## src/rtl/lsq_store_arbiter_if.sv

```systemverilog
// Store-side bundle: NUM_PORTS circuit requesters on one side,
// a single memory/LSQ store port (address + data) on the other.
interface lsq_store_arbiter_if #(
  parameter int NUM_PORTS  = 2,
  parameter int DATA_WIDTH = 32,
  parameter int ADDR_WIDTH = 32
);
  logic [NUM_PORTS*DATA_WIDTH-1:0] dataIn;
  logic [NUM_PORTS-1:0]            dataIn_valid;
  logic [NUM_PORTS-1:0]            dataIn_ready;
  logic [NUM_PORTS*ADDR_WIDTH-1:0] addrIn;
  logic [NUM_PORTS-1:0]            addrIn_valid;
  logic [NUM_PORTS-1:0]            addrIn_ready;
  logic [DATA_WIDTH-1:0]           dataToMem;
  logic                            dataToMem_valid;
  logic                            dataToMem_ready;
  logic [ADDR_WIDTH-1:0]           addrOut;
  logic                            addrOut_valid;
  logic                            addrOut_ready;
  logic [NUM_PORTS-1:0]            grantOut;

  modport slave (
    input  dataIn,
    input  dataIn_valid,
    output dataIn_ready,
    input  addrIn,
    input  addrIn_valid,
    output addrIn_ready,
    output dataToMem,
    output dataToMem_valid,
    input  dataToMem_ready,
    output addrOut,
    output addrOut_valid,
    input  addrOut_ready,
    output grantOut
  );

  modport master (
    output dataIn,
    output dataIn_valid,
    input  dataIn_ready,
    output addrIn,
    output addrIn_valid,
    input  addrIn_ready,
    input  dataToMem,
    input  dataToMem_valid,
    output dataToMem_ready,
    input  addrOut,
    input  addrOut_valid,
    output addrOut_ready,
    input  grantOut
  );
endinterface

```

## src/rtl/lsq_store_arbiter.sv

```systemverilog
// Round-robin store arbiter: picks one addr+data pair per cycle
// into a one-entry register whose two output channels drain independently.
module lsq_store_arbiter #(
  parameter int NUM_PORTS  = 2,
  parameter int DATA_WIDTH = 32,
  parameter int ADDR_WIDTH = 32
) (
  input logic                clk,
  input logic                rst,
  lsq_store_arbiter_if.slave bus
);

  localparam int PW = (NUM_PORTS > 1) ? $clog2(NUM_PORTS) : 1;
  localparam logic [PW-1:0] LAST = PW'(NUM_PORTS - 1);
  localparam logic [PW:0] NP = (PW+1)'(NUM_PORTS);

  logic                  full;
  logic                  addr_done;
  logic                  data_done;
  logic [PW-1:0]         prio;
  logic [PW-1:0]         prio_nxt;
  logic [PW-1:0]         win;
  logic [PW-1:0]         cand;
  logic [PW:0]           sum;
  logic                  found;
  logic [NUM_PORTS-1:0]  req;
  logic [NUM_PORTS-1:0]  grant_d;
  logic [NUM_PORTS-1:0]  grant_q;
  logic [ADDR_WIDTH-1:0] addr_sel;
  logic [ADDR_WIDTH-1:0] addr_q;
  logic [DATA_WIDTH-1:0] data_sel;
  logic [DATA_WIDTH-1:0] data_q;
  logic                  addr_vld;
  logic                  data_vld;
  logic                  addr_fire;
  logic                  data_fire;
  logic                  free_now;
  logic                  load;

  assign req = bus.addrIn_valid & bus.dataIn_valid;

  // Scan prio, prio+1, ... with wrap; first requester wins.
  always_comb begin
    win   = prio;
    found = 1'b0;
    sum   = '0;
    cand  = '0;
    for (int k = 0; k < NUM_PORTS; k++) begin
      sum = {1'b0, prio} + (PW+1)'(k);
      if (sum >= NP)
        sum = sum - NP;
      cand = sum[PW-1:0];
      if (!found && req[cand]) begin
        win   = cand;
        found = 1'b1;
      end
    end
  end

  always_comb begin
    grant_d      = '0;
    grant_d[win] = 1'b1;
  end

  always_comb begin
    addr_sel = '0;
    data_sel = '0;
    for (int i = 0; i < NUM_PORTS; i++) begin
      if (PW'(i) == win) begin
        addr_sel = bus.addrIn[i*ADDR_WIDTH +: ADDR_WIDTH];
        data_sel = bus.dataIn[i*DATA_WIDTH +: DATA_WIDTH];
      end
    end
  end

  assign prio_nxt = (win == LAST) ? '0 : win + PW'(1);

  assign addr_vld  = full & ~addr_done;
  assign data_vld  = full & ~data_done;
  assign addr_fire = addr_vld & bus.addrOut_ready;
  assign data_fire = data_vld & bus.dataToMem_ready;

  assign free_now = full
                  & (addr_done | bus.addrOut_ready)
                  & (data_done | bus.dataToMem_ready);

  // Gated by rst so readies drop the moment reset asserts.
  assign load = rst & (|req) & (~full | free_now);

  assign bus.addrIn_ready = load ? grant_d : '0;
  assign bus.dataIn_ready = load ? grant_d : '0;

  assign bus.addrOut         = addr_q;
  assign bus.addrOut_valid   = addr_vld;
  assign bus.dataToMem       = data_q;
  assign bus.dataToMem_valid = data_vld;
  assign bus.grantOut        = grant_q;

  always_ff @(posedge clk or negedge rst) begin
    if (!rst) begin
      full      <= 1'b0;
      addr_done <= 1'b0;
      data_done <= 1'b0;
      prio      <= '0;
      addr_q    <= '0;
      data_q    <= '0;
      grant_q   <= '0;
    end else if (load) begin
      full      <= 1'b1;
      addr_done <= 1'b0;
      data_done <= 1'b0;
      prio      <= prio_nxt;
      addr_q    <= addr_sel;
      data_q    <= data_sel;
      grant_q   <= grant_d;
    end else if (free_now) begin
      full      <= 1'b0;
      addr_done <= 1'b0;
      data_done <= 1'b0;
      grant_q   <= '0;
    end else begin
      if (addr_fire)
        addr_done <= 1'b1;
      if (data_fire)
        data_done <= 1'b1;
    end
  end

endmodule

```

## src/flat_wrapper.sv

```systemverilog
// flat-port wrapper written by rule: the top's interface ports become plain ports
module lsq_store_arbiter_flat 
#(
  parameter int NUM_PORTS  = 2,
  parameter int DATA_WIDTH = 32,
  parameter int ADDR_WIDTH = 32
)
  (clk, rst, bus_dataIn, bus_dataIn_valid, bus_dataIn_ready, bus_addrIn, bus_addrIn_valid, bus_addrIn_ready, bus_dataToMem, bus_dataToMem_valid, bus_dataToMem_ready, bus_addrOut, bus_addrOut_valid, bus_addrOut_ready, bus_grantOut);
  lsq_store_arbiter_if #(.NUM_PORTS(NUM_PORTS), .DATA_WIDTH(DATA_WIDTH), .ADDR_WIDTH(ADDR_WIDTH)) bus_i ();
  input logic clk;
  input logic rst;
  input wire logic [$bits(bus_i.dataIn)-1:0] bus_dataIn;
  input wire logic [$bits(bus_i.dataIn_valid)-1:0] bus_dataIn_valid;
  output wire logic [$bits(bus_i.dataIn_ready)-1:0] bus_dataIn_ready;
  input wire logic [$bits(bus_i.addrIn)-1:0] bus_addrIn;
  input wire logic [$bits(bus_i.addrIn_valid)-1:0] bus_addrIn_valid;
  output wire logic [$bits(bus_i.addrIn_ready)-1:0] bus_addrIn_ready;
  output wire logic [$bits(bus_i.dataToMem)-1:0] bus_dataToMem;
  output wire logic [$bits(bus_i.dataToMem_valid)-1:0] bus_dataToMem_valid;
  input wire logic [$bits(bus_i.dataToMem_ready)-1:0] bus_dataToMem_ready;
  output wire logic [$bits(bus_i.addrOut)-1:0] bus_addrOut;
  output wire logic [$bits(bus_i.addrOut_valid)-1:0] bus_addrOut_valid;
  input wire logic [$bits(bus_i.addrOut_ready)-1:0] bus_addrOut_ready;
  output wire logic [$bits(bus_i.grantOut)-1:0] bus_grantOut;
  assign bus_i.dataIn = bus_dataIn;
  assign bus_i.dataIn_valid = bus_dataIn_valid;
  assign bus_dataIn_ready = bus_i.dataIn_ready;
  assign bus_i.addrIn = bus_addrIn;
  assign bus_i.addrIn_valid = bus_addrIn_valid;
  assign bus_addrIn_ready = bus_i.addrIn_ready;
  assign bus_dataToMem = bus_i.dataToMem;
  assign bus_dataToMem_valid = bus_i.dataToMem_valid;
  assign bus_i.dataToMem_ready = bus_dataToMem_ready;
  assign bus_addrOut = bus_i.addrOut;
  assign bus_addrOut_valid = bus_i.addrOut_valid;
  assign bus_i.addrOut_ready = bus_addrOut_ready;
  assign bus_grantOut = bus_i.grantOut;
  lsq_store_arbiter #(.NUM_PORTS(NUM_PORTS), .DATA_WIDTH(DATA_WIDTH), .ADDR_WIDTH(ADDR_WIDTH)) u_core (.clk(clk), .rst(rst), .bus(bus_i));
endmodule
```

## config.mk

```make
export PLATFORM = sky130hd
export DESIGN_NAME = lsq_store_arbiter_flat
export DESIGN_NICKNAME = d
export VERILOG_FILES = /design/src/rtl/lsq_store_arbiter_if.sv /design/src/rtl/lsq_store_arbiter.sv /design/src/flat_wrapper.sv
export SDC_FILE = /design/constraint.sdc
export NUM_CORES = 1
export LEC_CHECK = 0
export CAP_MARGIN = 40
export CORE_MARGIN = 3
export CORE_UTILIZATION = 41
export DETAILED_ROUTE_END_ITERATION = 7
export GPL_TIMING_DRIVEN = 0
export PLACE_DENSITY = 0.85
export SLEW_MARGIN = 10
export SYNTH_ARGS = -nofsm -noshare
export SYNTH_HDL_FRONTEND = slang
export SYNTH_SLANG_ARGS = --single-unit
export TNS_END_PERCENT = 20
```

## constraint.sdc

```tcl
create_clock -name clk -period 2.3 [get_ports clk]
set_clock_uncertainty 0.2 [all_clocks]
set_input_delay 0.46 -clock clk [delete_from_list [all_inputs] [get_ports clk]]
set_output_delay 0.46 -clock clk [all_outputs]
set_load 0.03 [all_outputs]
```

==> impl_results.md <==
* Mean post-synth cell area at about 8.8 um^2
* DRC at 0
* Sw Share at around 43%
* Unrepaired setup endpoints after global routing: true
* Die area at between 10000 and 15000 um^2
* Share of the yosys chip area belonging to registers at 41.4%
* Static Leak at approximately 2.6 nW
* P_sw at 3.16 mW
* Hold WC Path Type: reg2reg
* Design area at between 6000 and 7000 um^2
* Crit path max-delay family: buffers and inverters
* Synthesis-to-layout area growth at 63.5%
* Top-Level Pins at approximately 210
* Antenna Violating Nets Remaining at 0
* Row cnt at 36
* Yosys synthesis warning count at 0
* Outcome: finished, violations left
* Starting Density at a little over two fifths
* Die Y at 108 um
* Failing checks: setup timing
* GRT Total Usage at between 20% and 30%
* Global-route wire length before repair at ~26000 um
* Largest net degree at the start of global routing at 27
* DRT Pass-1 Iters at 5
* Layout cell share with drive strength beyond 1 at roughly 9%
* Drt via density at 6.10
* Final-stage net count at 846
* Worst Path Buf+Inv at 3
* Ant diodes at 0
* Final HPWL DP at about 12000 um
* Average wire per standard cell at 19.5 um
* Die X at 108 um
* CTS tree: built
* Final WL at around 17000 um
* Clk sink count at 70
* Max Clk Rate at a little over 400 MHz
* Setup WS pre-CTS at -1.17 ns
* Slew headroom at about three fifths
* Beginning of the worst hold path: u_core.bus.grantOut[0]
* Hold Vio Cnt, Final at 0
* Fin. max-slew vios at 0
* Global route overflow at 0
* Int Pwr at roughly 4.2 mW
* Seq pwr share at around 28%
* WS Path Type: in2out
* Clock insertion delay at the later pin of the skew report at between 0.3 and 0.4 ns
* Peak VDD IR at 0.000496 V
* Placed inst area at approximately 6500 um^2
* Clock transition at path regs at ~0.08 ns
* Startpoint types: input pin
* Initial antenna violation count at 0
* Max Cap Viol at 0
* DP Cell Count at about 800
* Final core occ at between 60% and 70%
* CP max FO at 4
* Clk network pwr share at between 15 and 20%
* Via Count at slightly above 5000
* #FFs+latches synth at 70
* IO buf count at a little over 200
* H-tree depth at 3
* Post-Synthesis Cells at 480
* Min Tclk post-route at 2.43 ns
* CTS buffer count at 9
* Final setup viols at 4
* Fin worst setup slack at -0.134 ns
* Setup crit start: bus_addrOut_ready
* Crit path largest cell delay at between 0.3 and 0.4 ns
* Crit path DAT at ~1.8 ns
* Number of DRC markers in iteration 0 at about 380
* Crit. End Element: primary output
* Max clock buf depth at 2
* Post-synth net total at 616
* Req. time, crit path at approximately 1.6 ns
* Pwr Density at 1060 nW/um^2
* Slew @ Worst Pin at between 0.5 and 0.6 ns
* Post-synth cell types at 25
* Mapped Area at roughly 4200 um^2
* Crit path cell chain: clkdlybuf4s15_1 -> o22ai_2 -> a221oi_4 -> nor3b_4 -> buf_4 -> buf_6
* Number of global-route vias before repair at between 5000 and 6000
* Core Box Area at between 9000 and 10000 um^2
* Pwr Total at around 7.3 mW
* Power share of the combinational group at between 50% and 60%
* Routability cong. at around 0.85
* Final Instance Count excl. Fillers at about 850
* Fin crit share at 106%
* Clock root buffer: clkbuf_8
* R2R Path Start: u_core.prio
* Worst path slowest cell: a221oi_4
==> timing repair <==
item,in CTS,in global routing
gates cloned,1,0
hold buffers,3,0
setup endpoints to repair,6,4
endpoints found under the hold margin,48,0
setup buffers,3,3
pin swaps,4,1
gates resized for setup,46,1
==> area by class of cell <==
type | instances | area, um^2
buffer | 58 | 279
multi-input combinational | 348 | 2230
clock inverter | 5 | 106
clock buffer | 11 | 141
fill | 800 | 2990
sequential | 70 | 1750
tap | 133 | 166
timing repair buffer | 219 | 2230
inverter | 4 | 15.0
==> cell usage in the layout, fill, tap and decap left out, drive strengths merged, types with 2 or more instances in the layout <==
cell type	instances
clkdlybuf4s50	194
a31oi	128
dfrtp	70
nor2	70
nor3b	65
a22oi	64
clkbuf	43
buf	40
dlygate4sd2	7
nand2	5
inv	4
bufinv	3
nor2b	2
o21ai	2
o21bai	2
a32o	2
dlygate4sd3	2
o22ai	2
==> state kept, by name (all words and copies together), names as in the netlist <==
| signal | count |
|---|---|
| u_core.bus.addrOut | 32 |
| u_core.bus.grantOut | 2 |
| u_core.bus.dataToMem | 32 |
| u_core.full | 1 |
| u_core.data_done | 1 |
| u_core.addr_done | 1 |
| u_core.prio | 1 |
==> layer usage <==
metal / GRT usage [%] / part of all wire [%] / up-vias
met5: 0 / 0 / -
met2: 48.0 / 50 / 326
met4: 9.65 / 2.6 / 0
met3: 5.28 / 9.4 / 39
met1: 35.5 / 38 / 2481
li1: - / - / 2330
==> cells in the mapped netlist <==
| library cell | n | area, um^2 |
|---|---|---|
| a21boi_1 | 1 | 7.51 |
| a21o_1 | 1 | 7.51 |
| a21oi_1 | 1 | 5.00 |
| a221oi_4 | 1 | 26.3 |
| a22oi_1 | 64 | 480 |
| a31oi_1 | 128 | 801 |
| a32o_1 | 2 | 20.0 |
| and3b_1 | 1 | 8.76 |
| buf_1 | 2 | 7.51 |
| buf_2 | 16 | 80.1 |
| buf_4 | 8 | 60.1 |
| clkbuf_1 | 32 | 120 |
| dfrtp_1 | 70 | 1750 |
| inv_1 | 4 | 15.0 |
| nand2_1 | 4 | 15.0 |
| nand2_2 | 1 | 6.26 |
| nor2_1 | 69 | 259 |
| nor2_4 | 1 | 11.3 |
| nor2b_1 | 2 | 12.5 |
| nor3b_1 | 64 | 480 |
| nor3b_2 | 1 | 12.5 |
| o21a_1 | 1 | 7.51 |
| o21ai_0 | 2 | 10.0 |
| o21bai_1 | 2 | 15.0 |
| o22ai_1 | 2 | 12.5 |
==> worst paths after layout <==
check	end	cells after the start	slack [ns]
min in group asynchronous	u_core.bus.addrOut[26]	3	0.45
worst max-delay path	bus_dataIn_ready[1]	6	-0.13
max in group asynchronous	u_core.bus.dataToMem[30]	4	1.00
worst min register to register	u_core.bus.grantOut[0]	2	0.34
worst min-delay path	u_core.bus.grantOut[0]	2	0.34
worst max register to register	u_core.bus.addrOut[3]	5	0.15
==> cell families (layout without fill, tap and decap cells) <==
logic type	Yosys count	count (layout)	share of synthesized area, %
flops	70	70	41.4
compound gates	205	205	32.9
buf+inv	62	297	6.68
simple gates	143	143	19.0
==> worst reg2reg max path, stage by stage (launching register included) <==
cell and delay (ns):
dfrtp_1 0.46, clkbuf_1 0.48, clkbuf_1 0.49, nor3b_1 0.10, a31oi_1 0.19, a31oi_1 0.11
==> metrics by stage <==
stage                     hold WS (ns)  TNS (ns)
after floorplan                -0.0356   -0.0247
after global placement           0.316   -335.36
after detailed placement         0.209    -21.53
after CTS                        0.345    -0.527
after global routing             0.358    -0.695
final                            0.343    -0.400
==> power by group through the flow <==
| stage | combinational [mW] | sequential [mW] | clock, mW |
|---|---|---|---|
| final | 4.05 | 2.02 | 1.25 |
| after global routing | 4.31 | 2.07 | 1.31 |
| after detailed placement | 3.97 | 2.03 | 0 |
| after CTS | 4.01 | 2.02 | 1.25 |
| after floorplan | 1.32 | 2.95 | 0 |
| after global placement | 3.89 | 2.02 | 0 |
No activity file was read; power rests on OpenSTA's default activity.
